**src/rtl/flag_unit_if.sv**
```systemverilog
`default_nettype none
// ============================================================================
// Module      : flag_unit_if
// Description : Bundle between the EX/ID pipeline control and the flag unit.
//               master = pipeline side (drives EX/ID info, reads results)
//               slave  = flag unit (consumes EX/ID info, produces results)
// Signals     : ex_valid, ex_opcode[3:0], alu_flag[2:0] {Z,V,N}, stall, flush,
//               br_req, br_ccc[2:0]            -> towards the flag unit
//               flags_q[2:0] {Z,V,N}, br_taken, br_stall -> from the flag unit
// Revision    : 1.0  initial release
// ============================================================================
interface flag_unit_if;
    logic       ex_valid;
    logic [3:0] ex_opcode;
    logic [2:0] alu_flag;
    logic       stall;
    logic       flush;
    logic       br_req;
    logic [2:0] br_ccc;
    logic [2:0] flags_q;
    logic       br_taken;
    logic       br_stall;

    modport master (
        output ex_valid, ex_opcode, alu_flag, stall, flush, br_req, br_ccc,
        input  flags_q, br_taken, br_stall
    );

    modport slave (
        input  ex_valid, ex_opcode, alu_flag, stall, flush, br_req, br_ccc,
        output flags_q, br_taken, br_stall
    );
endinterface
`default_nettype wire

```
**src/rtl/flag_unit.sv**
```systemverilog
`default_nettype none
// ============================================================================
// Module      : flag_unit
// Description : Architectural Z/V/N flag register and branch-condition
//               evaluator sitting right after the EX-stage ALU/shifter.
//               Commits EX flags under a per-opcode update mask, evaluates
//               the ID branch condition against (optionally bypassed) flags,
//               and raises a hazard stall when bypassing is disabled.
// Ports       : clk      - system clock, rising edge
//               rst      - synchronous reset, active-high
//               bus      - flag_unit_if.slave (EX info, ID branch request,
//                          flags_q / br_taken / br_stall results)
// Parameters  : BYPASS      - 1: ID sees flags written by EX this cycle
//                             0: hazard reported on br_stall instead
//               RESET_FLAGS - flag register reset value {Z,V,N}
// Revision    : 1.0  initial release
// ============================================================================
module flag_unit #(
    parameter bit         BYPASS      = 1'b1,
    parameter logic [2:0] RESET_FLAGS = 3'b000
) (
    input  wire logic  clk,
    input  wire logic  rst,
    flag_unit_if.slave bus
);

    // Flag bit positions inside every {Z,V,N} vector
    localparam int c_FLAG_Z = 2;
    localparam int c_FLAG_V = 1;
    localparam int c_FLAG_N = 0;

    // Opcodes that touch the flags; everything else leaves them alone
    localparam logic [3:0] c_OP_ADD = 4'b0000;
    localparam logic [3:0] c_OP_SUB = 4'b0001;
    localparam logic [3:0] c_OP_XOR = 4'b0010;
    localparam logic [3:0] c_OP_SLL = 4'b0100;
    localparam logic [3:0] c_OP_SRA = 4'b0101;
    localparam logic [3:0] c_OP_ROR = 4'b0110;

    localparam logic [2:0] c_MASK_ALL  = 3'b111;
    localparam logic [2:0] c_MASK_Z    = 3'b100;
    localparam logic [2:0] c_MASK_NONE = 3'b000;

    // Branch condition codes
    localparam logic [2:0] c_CC_NEQ  = 3'b000;
    localparam logic [2:0] c_CC_EQ   = 3'b001;
    localparam logic [2:0] c_CC_GT   = 3'b010;
    localparam logic [2:0] c_CC_LT   = 3'b011;
    localparam logic [2:0] c_CC_GTE  = 3'b100;
    localparam logic [2:0] c_CC_LTE  = 3'b101;
    localparam logic [2:0] c_CC_OVFL = 3'b110;
    localparam logic [2:0] c_CC_UNC  = 3'b111;

    logic [2:0] r_flags;
    logic [2:0] w_mask;
    logic       w_wr;
    logic [2:0] w_eff;
    logic       w_cond;
    logic       w_br_stall;

    // ------------------------------------------------------------------
    // Update-mask decode. RED, PADDSB, the whole 1xxx space and any
    // unknown opcode fall through to an empty mask, so X on the opcode
    // can never leak into the flag register.
    // ------------------------------------------------------------------
    always_comb begin
        w_mask = c_MASK_NONE;
        case (bus.ex_opcode)
            c_OP_ADD, c_OP_SUB:                     w_mask = c_MASK_ALL;
            c_OP_XOR, c_OP_SLL, c_OP_SRA, c_OP_ROR: w_mask = c_MASK_Z;
            default:                                w_mask = c_MASK_NONE;
        endcase
    end

    // A stalled instruction waits; a flushed one is dropped for good.
    assign w_wr = bus.ex_valid & ~bus.stall & ~bus.flush;

    // ------------------------------------------------------------------
    // Architectural flag register. Bits outside the mask keep their value.
    // ------------------------------------------------------------------
    always_ff @(posedge clk) begin
        if (rst) begin
            r_flags <= RESET_FLAGS;
        end else if (w_wr) begin
            r_flags <= (r_flags & ~w_mask) | (bus.alu_flag & w_mask);
        end
    end

    // ------------------------------------------------------------------
    // Effective flags seen by the ID branch and hazard detection.
    // ------------------------------------------------------------------
    generate
        if (BYPASS) begin : g_bypass
            // Forward the bits EX is committing this cycle. A stalled
            // flag-setter has w_wr=0 and is not forwarded; holding ID in
            // that case is the pipeline controller's job.
            assign w_eff      = ((w_wr ? w_mask : c_MASK_NONE) & bus.alu_flag) |
                                (~(w_wr ? w_mask : c_MASK_NONE) & r_flags);
            assign w_br_stall = 1'b0;
        end else begin : g_no_bypass
            // Any live flag-setter in EX makes the committed flags stale
            // for the branch; stall ID until it has been written.
            assign w_eff      = r_flags;
            assign w_br_stall = bus.br_req & bus.ex_valid & ~bus.flush & (|w_mask);
        end
    endgenerate

    // ------------------------------------------------------------------
    // Condition evaluation on {Z,V,N}.
    // ------------------------------------------------------------------
    always_comb begin
        w_cond = 1'b0;
        case (bus.br_ccc)
            c_CC_NEQ:  w_cond = ~w_eff[c_FLAG_Z];
            c_CC_EQ:   w_cond =  w_eff[c_FLAG_Z];
            c_CC_GT:   w_cond = ~w_eff[c_FLAG_Z] & ~w_eff[c_FLAG_N];
            c_CC_LT:   w_cond =  w_eff[c_FLAG_N];
            c_CC_GTE:  w_cond =  w_eff[c_FLAG_Z] | (~w_eff[c_FLAG_Z] & ~w_eff[c_FLAG_N]);
            c_CC_LTE:  w_cond =  w_eff[c_FLAG_N] |  w_eff[c_FLAG_Z];
            c_CC_OVFL: w_cond =  w_eff[c_FLAG_V];
            c_CC_UNC:  w_cond = 1'b1;
            default:   w_cond = 1'b0;
        endcase
    end

    assign bus.flags_q  = r_flags;
    assign bus.br_taken = bus.br_req & w_cond;
    assign bus.br_stall = w_br_stall;

endmodule
`default_nettype wire

```
**src/flat_wrapper.sv**
```systemverilog
// flat-port wrapper written by rule: the top's interface ports become plain ports
module flag_unit_flat 
#(
    parameter bit         BYPASS      = 1'b1,
    parameter logic [2:0] RESET_FLAGS = 3'b000
)
  (clk, rst, bus_ex_valid, bus_ex_opcode, bus_alu_flag, bus_stall, bus_flush, bus_br_req, bus_br_ccc, bus_flags_q, bus_br_taken, bus_br_stall);
  flag_unit_if bus_i ();
  input  wire logic clk;
  input  wire logic rst;
  input wire logic [$bits(bus_i.ex_valid)-1:0] bus_ex_valid;
  input wire logic [$bits(bus_i.ex_opcode)-1:0] bus_ex_opcode;
  input wire logic [$bits(bus_i.alu_flag)-1:0] bus_alu_flag;
  input wire logic [$bits(bus_i.stall)-1:0] bus_stall;
  input wire logic [$bits(bus_i.flush)-1:0] bus_flush;
  input wire logic [$bits(bus_i.br_req)-1:0] bus_br_req;
  input wire logic [$bits(bus_i.br_ccc)-1:0] bus_br_ccc;
  output wire logic [$bits(bus_i.flags_q)-1:0] bus_flags_q;
  output wire logic [$bits(bus_i.br_taken)-1:0] bus_br_taken;
  output wire logic [$bits(bus_i.br_stall)-1:0] bus_br_stall;
  assign bus_i.ex_valid = bus_ex_valid;
  assign bus_i.ex_opcode = bus_ex_opcode;
  assign bus_i.alu_flag = bus_alu_flag;
  assign bus_i.stall = bus_stall;
  assign bus_i.flush = bus_flush;
  assign bus_i.br_req = bus_br_req;
  assign bus_i.br_ccc = bus_br_ccc;
  assign bus_flags_q = bus_i.flags_q;
  assign bus_br_taken = bus_i.br_taken;
  assign bus_br_stall = bus_i.br_stall;
  flag_unit #(.BYPASS(BYPASS), .RESET_FLAGS(RESET_FLAGS)) u_core (.clk(clk), .rst(rst), .bus(bus_i));
endmodule
```
**config.mk**
```make
export PLATFORM = sky130hd
export DESIGN_NAME = flag_unit_flat
export DESIGN_NICKNAME = d
export VERILOG_FILES = /design/src/rtl/flag_unit_if.sv /design/src/rtl/flag_unit.sv /design/src/flat_wrapper.sv
export SDC_FILE = /design/constraint.sdc
export NUM_CORES = 1
export LEC_CHECK = 0
export ABC_CLOCK_PERIOD_IN_PS = 10700
export CAP_MARGIN = 30
export CORE_AREA = 2 2 39 41
export CTS_CLUSTER_DIAMETER = 100
export CTS_CLUSTER_SIZE = 40
export DETAILED_ROUTE_END_ITERATION = 16
export DIE_AREA = 0 0 41 43
export PLACE_DENSITY = 0.48
export SYNTH_ARGS = -nofsm -noshare
export SYNTH_HDL_FRONTEND = slang
export SYNTH_SLANG_ARGS = --single-unit
```
**constraint.sdc**
```tcl
create_clock -name clk -period 10.7 [get_ports clk]
set_clock_uncertainty 0.15 [all_clocks]
set_input_delay 2.675 -clock clk [delete_from_list [all_inputs] [get_ports clk]]
set_output_delay 2.675 -clock clk [all_outputs]
set_load 0.02 [all_outputs]
```
==> run_results.csv, run 1 <==
group,metric,value,unit
pwr,vdd_ir_drop_max,0.0332,mV
logic_synthesis,synth_seq_cells,3,
final_layout,final_net_count,71,
timing,rsz0062_at_grt,"no",
cts,postCtsSetupRepairBufs,0,
drt,first_iter_violations,5,
drt,firstDrtPassIters,4,
floorplanning,initial_utilization,18.5,%
pwr,power_per_cell_area,87.2,mW/mm^2
setup_path,max_stage_delay,0.66,ns
cts,post_cts_resized,0,
place,dp_hpwl,567,um
setup_path,path_buf_inv,2,
final_layout,antenna_cells,0,
final_layout,synthToLayoutAreaGrowth,87.3,%
global_route,grt_use_total,9.12,%
drt,vias,326,
floorplanning,rows,14,
logic_synthesis,synth_nets,49,
run,drv_cap,0,
logic_synthesis,ys_warn_count,0,
floorplanning,die_h,43,um
cts,clockRootBuffer,"clkbuf_4",
drt,viasPerCell,4.66,
global_route,grt_pass1_vias,299,
cts,postCtsHoldBufs,0,
place,routabilityCongestion,0.666,
logic_synthesis,synth_cells,33,
global_route,grt_pass1_wl,1.09,mm
setup_path,cp_top_family,"simple AND/OR/NAND/NOR gates",
timing,finalCriticalPeriod,8.25,ns
logic_synthesis,netlist_area,256,sq um
drt,detail_route.wl_per_cell,9.76,um
setup_path,slowest_stage,"or4b_1",
min_path,hold_path.class,"reg2reg",
outcome,outcome,"finished, final reports clean",
timing,maxSlewViolCount,0,
setup_path,cp.arrival,5.43,ns
timing,setup_viol,0,
setup_path,required,7.88,ns
logic_synthesis,yosysSeqAreaShare,23.4,%
setup_path,crit_path_end_kind,"output pin",
cts,clk_pin_slew_worst_paths,0.04,ns
floorplanning,core_area,0.00138,sq mm
floorplanning,num_io_pins,21,
pwr,p_leak,0.174,nW
logic_synthesis,ys_types,23,
timing,timing.fmax,0.121,GHz
setup_path,worstPathMaxFanout,8,
drt,wl,683,um
timing,finalSetupTns,0,ns
final_layout,final_core_util,34.7,%
cts,worstSkewPairLatency,0.23,ns
setup_path,worstPathCellList,"clkdlybuf4s50_1, or4b_1, or4b_1, a311oi_1, o31ai_1, a31oi_1, clkdlybuf4s50_1",
cts,cts_buffers,3,
setup_path,crit_type,"in2out",
drt,postRouteAntennaNets,0,
floorplanning,fp.dieW,41,um
timing,period_share,77.1,%
logic_synthesis,syn_area_per_cell,7.77,sq um
global_route,overflow,0,
cts,cts_sinks,3,
final_layout,layout-drive-gt1-share,7.41,%
floorplanning,dieArea,0.00176,sq mm
drt,drc_errors,0,
setup_path,start_kind,"input port",
place,portBuffers,19,
cts,htreeDepth,1,
timing,hold_viol,0,
global_route,grt_max_degree,9,
cts,clock_path_buffers,2,
global_route,antenna_found_initial,0,
cts,cts_tree,"done",
[per-layer routing]
layer / routed length, um / global-route usage [%] / up-vias
met3: 77 / 4.71 / 0
li1: - / - / 170
met4: 0 / 4.00 / 0
met2: 290 / 12.5 / 19
met1: 315 / 11.5 / 137
met5: 0 / 0 / -
[synthesized netlist by cell type (all sizes together)]
library cell | count | area [sq um]
nand3 | 1 | 5.00
o31ai | 4 | 30.0
clkbuf | 1 | 5.00
inv | 4 | 15.0
buf | 1 | 7.51
o221ai | 1 | 8.76
nor3 | 1 | 5.00
dfxtp | 3 | 60.1
conb | 1 | 3.75
a31oi | 1 | 6.26
a21oi | 1 | 5.00
nand2 | 1 | 3.75
or4 | 1 | 7.51
a311oi | 1 | 8.76
a32oi | 1 | 8.76
and2 | 2 | 12.5
or4b | 3 | 33.8
o22ai | 1 | 6.26
o21ai | 1 | 5.00
nor2b | 1 | 6.26
nor2 | 1 | 3.75
o31a | 1 | 8.76
[area by class of cell]
class	count	area, sq um
repair buffers	19	190
inverters	4	15.0
well taps	16	20.0
multi-input cells	24	169
clock buffers	4	26.3
fillers	163	903
flip-flops and latches	3	60.1
[worst register-to-register path: cells and delay by family, from the launching register on]
family          cells  cell delay [ns]
flops               1             0.30
compound gates      2             0.23
simple gates        1             0.15
[path summary, 6_finish.rpt]
kind,slack (ns),startpoint,cells after the start,endpoint
setup / recovery,2.45,bus_ex_opcode[3],7,bus_br_taken
hold / removal,0.35,flip-flop,2,flip-flop
setup reg to reg,9.75,flip-flop,3,flip-flop
hold reg to reg,0.35,flip-flop,2,flip-flop
[cell usage in the layout, fill, tap and decap left out, types with 2 or more instances in the layout]
| cell type | instances |
|---|---|
| clkbuf_4 | 3 |
| and2_1 | 2 |
| dfxtp_1 | 3 |
| or4b_1 | 2 |
| clkdlybuf4s50_1 | 19 |
| inv_1 | 4 |
| o31ai_1 | 4 |
[cells by family after synthesis]
family,share of synthesized area [%]
and+or+nand+nor,30.2
buffers and inverters,10.7
other,1.46
DFF,23.4
AOI/OAI and AO/OA,34.1
[per-stage QoR]
stage	area [sq um]	setup WS [ns]	total power (W)	cells	hold WS [ns]
after floorplan	256	3.27	0.0000152	33	0.415
after global placement	454	2.44	0.0000223	66	0.373
after detailed placement	454	2.44	0.0000222	66	0.350
after CTS	480	2.44	0.0000429	70	0.357
after global routing	480	2.31	0.0000449	70	0.391
final	480	2.45	0.0000419	70	0.352
[power breakdown]
part           switching [W]  leakage (nW)  internal, W
Sequential      0.0000000694        0.0242    0.0000114
Combinational     0.00000387         0.135   0.00000674
Clock             0.00000589        0.0150    0.0000140
Power figures use the tool's default switching activity.
==> run 2: changes to the inputs <==
Settings changed: ABC_CLOCK_PERIOD_IN_PS 10700 to 7400, PLACE_DENSITY 0.48 to 0.5.
Clock period 10.7 ns to 7.4 ns, I/O delays scaled along.
==> run 2 against run 1 <==
Cell area did not move; first-iteration DRC count fell by 40%; die area did not move; largest power group unchanged; final cell count did not move.
==> run_results.csv, run 2 (synthesis results as in run 1) <==
group,metric,value,unit
final_layout,antenna_cells,0,
setup_path,cp.depth,7,
cts,htreeDepth,1,
final_layout,final_cells,70,
pwr,vdd_ir_drop_max,0.0601,mV
setup_path,start_kind,"input port",
timing,setup_viol,0,
global_route,grt_use_total,10.9,%
pwr,power,0.0000609,W
floorplanning,die_h,43,um
pwr,p_leak,0.174,nW
timing,finalSetupTns,0,ns
run,drv_cap,0,
final_layout,layout_common_cells,"19 x clkdlybuf4s50_1, 4 x inv_1, 4 x o31ai_1",
cts,postCtsHoldBufs,0,
pwr,power_per_cell_area,127,mW/mm^2
floorplanning,core_area,0.00138,sq mm
final_layout,final_net_count,71,
drt,viasPerCell,4.60,
floorplanning,num_io_pins,21,
pwr,swShare,23.8,%
setup_path,crit_path_end_kind,"output pin",
place,place_inst,66,
place,routabilityCongestion,0.675,
floorplanning,initial_utilization,18.5,%
cts,cts_buffers,3,
drt,firstDrtPassIters,3,
floorplanning,dieArea,0.00176,sq mm
place,portBuffers,19,
drt,drc_errors,0,
floorplanning,fp.dieW,41,um
drt,wl,692,um
place,dp_hpwl,564,um
setup_path,slowest_stage,"or4b_1",
drt,postRouteAntennaNets,0,
drt,detail_route.wl_per_cell,9.89,um
drt,met1Wirelength,314,um
cts,cts_sinks,3,
setup_path,worstSetupStartpoint,"bus_ex_opcode[3]",
timing,hold_viol,0,
final_layout,final_common_cell,"clkdlybuf4s50_1",
pwr,p_int,0.0000464,W
cts,postCtsSetupRepairBufs,0,
setup_path,cp.arrival,4.62,ns
timing,rsz0062_at_grt,"no",
outcome,outcome,"finished, final reports clean",
global_route,antenna_found_initial,0,
final_layout,synthToLayoutAreaGrowth,87.3,%
setup_path,path_buf_inv,2,
cts,clockRootBuffer,"clkbuf_4",
setup_path,reg2regPathDepth,3,
final_layout,n_fill_cell,154,
setup_path,worstPathCellList,"clkdlybuf4s50_1, or4b_1, or4b_1, a311oi_1, o31ai_1, a31oi_1, clkdlybuf4s50_1",
pwr,netSwitchingPower,0.0000145,W
timing,maxSlewViolCount,0,
drt,dr_wl_met3,62,um
pwr,p_clk_share,47.7,%
timing,timing.fmax,0.151,GHz
cts,post_cts_resized,0,
setup_path,worstPathMaxFanout,8,
cts,worstSkewPairLatency,0.23,ns
setup_path,cp_top_family,"simple AND/OR/NAND/NOR gates",
global_route,grt_pass1_vias,327,
pwr,power_frac_comb,25.1,%
global_route,grt_max_degree,9,
global_route,overflow,0,
drt,vias,322,
drt,dr.max_layer_used,"met3",
cts,clock_path_buffers,2,
min_path,whs_path_depth,2,
cts,cts_tree,"done",
setup_path,crit_type,"in2out",
timing,period_share,89.5,%
min_path,hold_path.class,"reg2reg",
floorplanning,rows,14,
final_layout,layout-drive-gt1-share,7.41,%
setup_path,required,5.40,ns
drt,first_iter_violations,3,
pwr,p_seq_share,27.2,%
cts,clk_pin_slew_worst_paths,0.04,ns
timing,finalCriticalPeriod,6.62,ns
global_route,grt_pass1_wl,1.31,mm
drt,wl_met2,314,um
setup_path,max_stage_delay,0.66,ns
run 2: cell counts in the layout (fill, tap and decap cells not counted):
Identical to the previous run, type by type.
run 2: final timing paths:
check,to,slack (ns)
setup / recovery,bus_br_taken,0.78
hold / removal,flip-flop,0.38
hold reg to reg,flip-flop,0.38
setup reg to reg,flip-flop,6.43
run 2: final cells by class:
cell class | count | area (sq um) | area share [%]
well taps | 16 | 20.0 | 4.17
inverters | 4 | 15.0 | 3.12
flip-flops and latches | 3 | 60.1 | 12.5
repair buffers | 19 | 190 | 39.6
multi-input cells | 24 | 169 | 35.2
clock buffers | 4 | 26.3 | 5.47
run 2: through the flow:
step	hold WS (ns)	util, %	cell area, sq um	setup slack, ns
after floorplan	0.415	-	256	1.62
after global placement	0.378	32.8	454	0.798
after detailed placement	0.361	32.8	454	0.768
after CTS	0.374	34.7	480	0.770
after global routing	0.400	34.7	480	0.588
final	0.375	34.7	480	0.780
run 2: power by group through the flow:
stage / sequential, W / clock (W) / combinational (W)
floorplan: 0.0000170 / 0 / 0.00000502
global placement: 0.0000168 / 0 / 0.0000154
detailed placement: 0.0000168 / 0 / 0.0000154
CTS: 0.0000166 / 0.0000300 / 0.0000155
global route: 0.0000166 / 0.0000325 / 0.0000170
finish: 0.0000165 / 0.0000291 / 0.0000153
run 2: routing by layer:
layer  GRT usage [%]  vias to the layer above
met5               0                        -
met4            6.00                        0
met3            3.66                        0
met2            15.3                       16
met1            14.1                      136
li1                -                      170
run 2: tightest hold or removal path, delay by kind of cell, from the launching register on:
family,cells,cell delay (ns)
compound gates,2,0.16
flops,1,0.31
==> run 3: changes to the inputs <==
Settings changed: PLACE_DENSITY 0.5 to default.
==> run 3 against run 2 <==
Global-route usage decreased by 1.0 points; largest cell class unchanged; total power increased by 0.77%; via count increased by 4.3%; sequential power about the same.
==> run_results.csv, run 3 (synthesis results as in run 1) <==
group,metric,value,unit
floorplanning,num_io_pins,21,
setup_path,crit_end,"bus_br_taken",
floorplanning,core_area,0.00138,sq mm
drt,firstDrtPassIters,4,
place,routabilityCongestion,0.703,
cts,worstSkewPairLatency,0.24,ns
timing,timing.fmax,0.151,GHz
pwr,p_leak,0.174,nW
cts,clock_path_buffers,2,
timing,setup_viol,0,
timing,finalSetupTns,0,ns
floorplanning,fp.dieW,41,um
final_layout,antenna_cells,0,
final_layout,synthToLayoutAreaGrowth,87.3,%
global_route,grt_pass1_vias,286,
outcome,outcome,"finished, final reports clean",
run,drv_cap,0,
drt,detail_route.wl_per_cell,10.3,um
drt,viasPerCell,4.80,
pwr,vdd_ir_drop_max,0.0487,mV
floorplanning,die_h,43,um
cts,post_cts_resized,0,
cts,clk_pin_slew_worst_paths,0.04,ns
final_layout,n_fill_cell,159,
drt,drc_errors,0,
final_layout,multiInputGateArea,169,sq um
drt,postRouteAntennaNets,0,
timing,worst_hold_slack,0.363,ns
setup_path,reg2regPathDepth,3,
final_layout,layout_common_cells,"19 x clkdlybuf4s50_1, 4 x inv_1, 4 x o31ai_1",
global_route,grt_pass1_wl,1.14,mm
pwr,power_per_cell_area,128,mW/mm^2
cts,clockRootBuffer,"clkbuf_4",
place,dp_hpwl,570,um
global_route,antenna_found_initial,0,
timing,rsz0062_at_grt,"no",
floorplanning,initial_utilization,18.5,%
cts,cts_buffers,3,
setup_path,crit_path_end_kind,"output pin",
drt,vias,336,
cts,postCtsHoldBufs,0,
drt,wl,721,um
setup_path,cp.arrival,4.64,ns
cts,htreeDepth,1,
min_path,hold_path.class,"reg2reg",
final_layout,layout-drive-gt1-share,7.41,%
cts,cts_tree,"done",
setup_path,crit_type,"in2out",
global_route,grt_use_total,9.93,%
place,portBuffers,19,
drt,first_iter_violations,5,
setup_path,required,5.40,ns
global_route,overflow,0,
timing,hold_viol,0,
timing,period_share,89.7,%
floorplanning,rows,14,
final_layout,final_net_count,71,
setup_path,worstSetupStartpoint,"bus_ex_opcode[3]",
setup_path,worst-r2r-setup-slack,6.44,ns
timing,finalCriticalPeriod,6.64,ns
final_layout,final_common_cell,"clkdlybuf4s50_1",
setup_path,start_kind,"input port",
floorplanning,dieArea,0.00176,sq mm
final_layout,seq_area,60.1,sq um
cts,postCtsSetupRepairBufs,0,
setup_path,worstPathMaxFanout,8,
cts,cts_sinks,3,
global_route,grt_max_degree,9,
timing,maxSlewViolCount,0,
run 3: cell counts in the layout (fill, tap and decap cells not counted):
No cell type changed its count.
run 3: where the power goes:
| part | internal [W] | switching, W | leakage (nW) | total (W) |
|---|---|---|---|---|
| logic | 0.00000974 | 0.00000556 | 0.135 | 0.0000153 |
| registers | 0.0000164 | 0.000000103 | 0.0242 | 0.0000165 |
| clock network | 0.0000203 | 0.00000928 | 0.0150 | 0.0000295 |
| total | 0.0000464 | 0.0000149 | 0.174 | 0.0000614 |
run 3: how the worst min path moves through the flow:
stage / start / end / depth (start not counted)
global route: flip-flop / flip-flop / 2
floorplan: flip-flop / flip-flop / 2
detailed placement: flip-flop / flip-flop / 2
finish: flip-flop / flip-flop / 2
CTS: flip-flop / flip-flop / 2
global placement: flip-flop / flip-flop / 2
run 3: area by class of cell:
cell class | instances | share of cell area, %
Clock buffer | 4 | 5.47
Sequential cell | 3 | 12.5
Inverter | 4 | 3.12
Timing Repair Buffer | 19 | 39.6
Tap cell | 16 | 4.17
Multi-Input combinational cell | 24 | 35.2
run 3: stage by stage:
stage / instance area, sq um / util, % / cells / total power [W] / setup slack (ns)
finish: 480 / 34.7 / 70 / 0.0000614 / 0.759
global route: 480 / 34.7 / 70 / 0.0000660 / 0.655
global placement: 454 / 32.8 / 66 / 0.0000320 / 0.789
floorplan: 256 / - / 33 / 0.0000220 / 1.62
detailed placement: 454 / 32.8 / 66 / 0.0000321 / 0.773
CTS: 480 / 34.7 / 70 / 0.0000625 / 0.771
run 3: worst max-delay path, stage by stage:
cell,delay (ns)
clkdlybuf4s50_1,0.39
or4b_1,0.66
or4b_1,0.55
a311oi_1,0.28
o31ai_1,0.12
a31oi_1,0.17
clkdlybuf4s50_1,0.62
run 3: per-layer routing:
layer  vias up  part of all wire [%]  global-route usage (%)
met4         0                   1.9                    8.00
met1       147                    45                    12.5
li1        167                     -                       -
met3         4                    12                    4.71
met2        18                    41                    12.2
met5         -                     0                       0
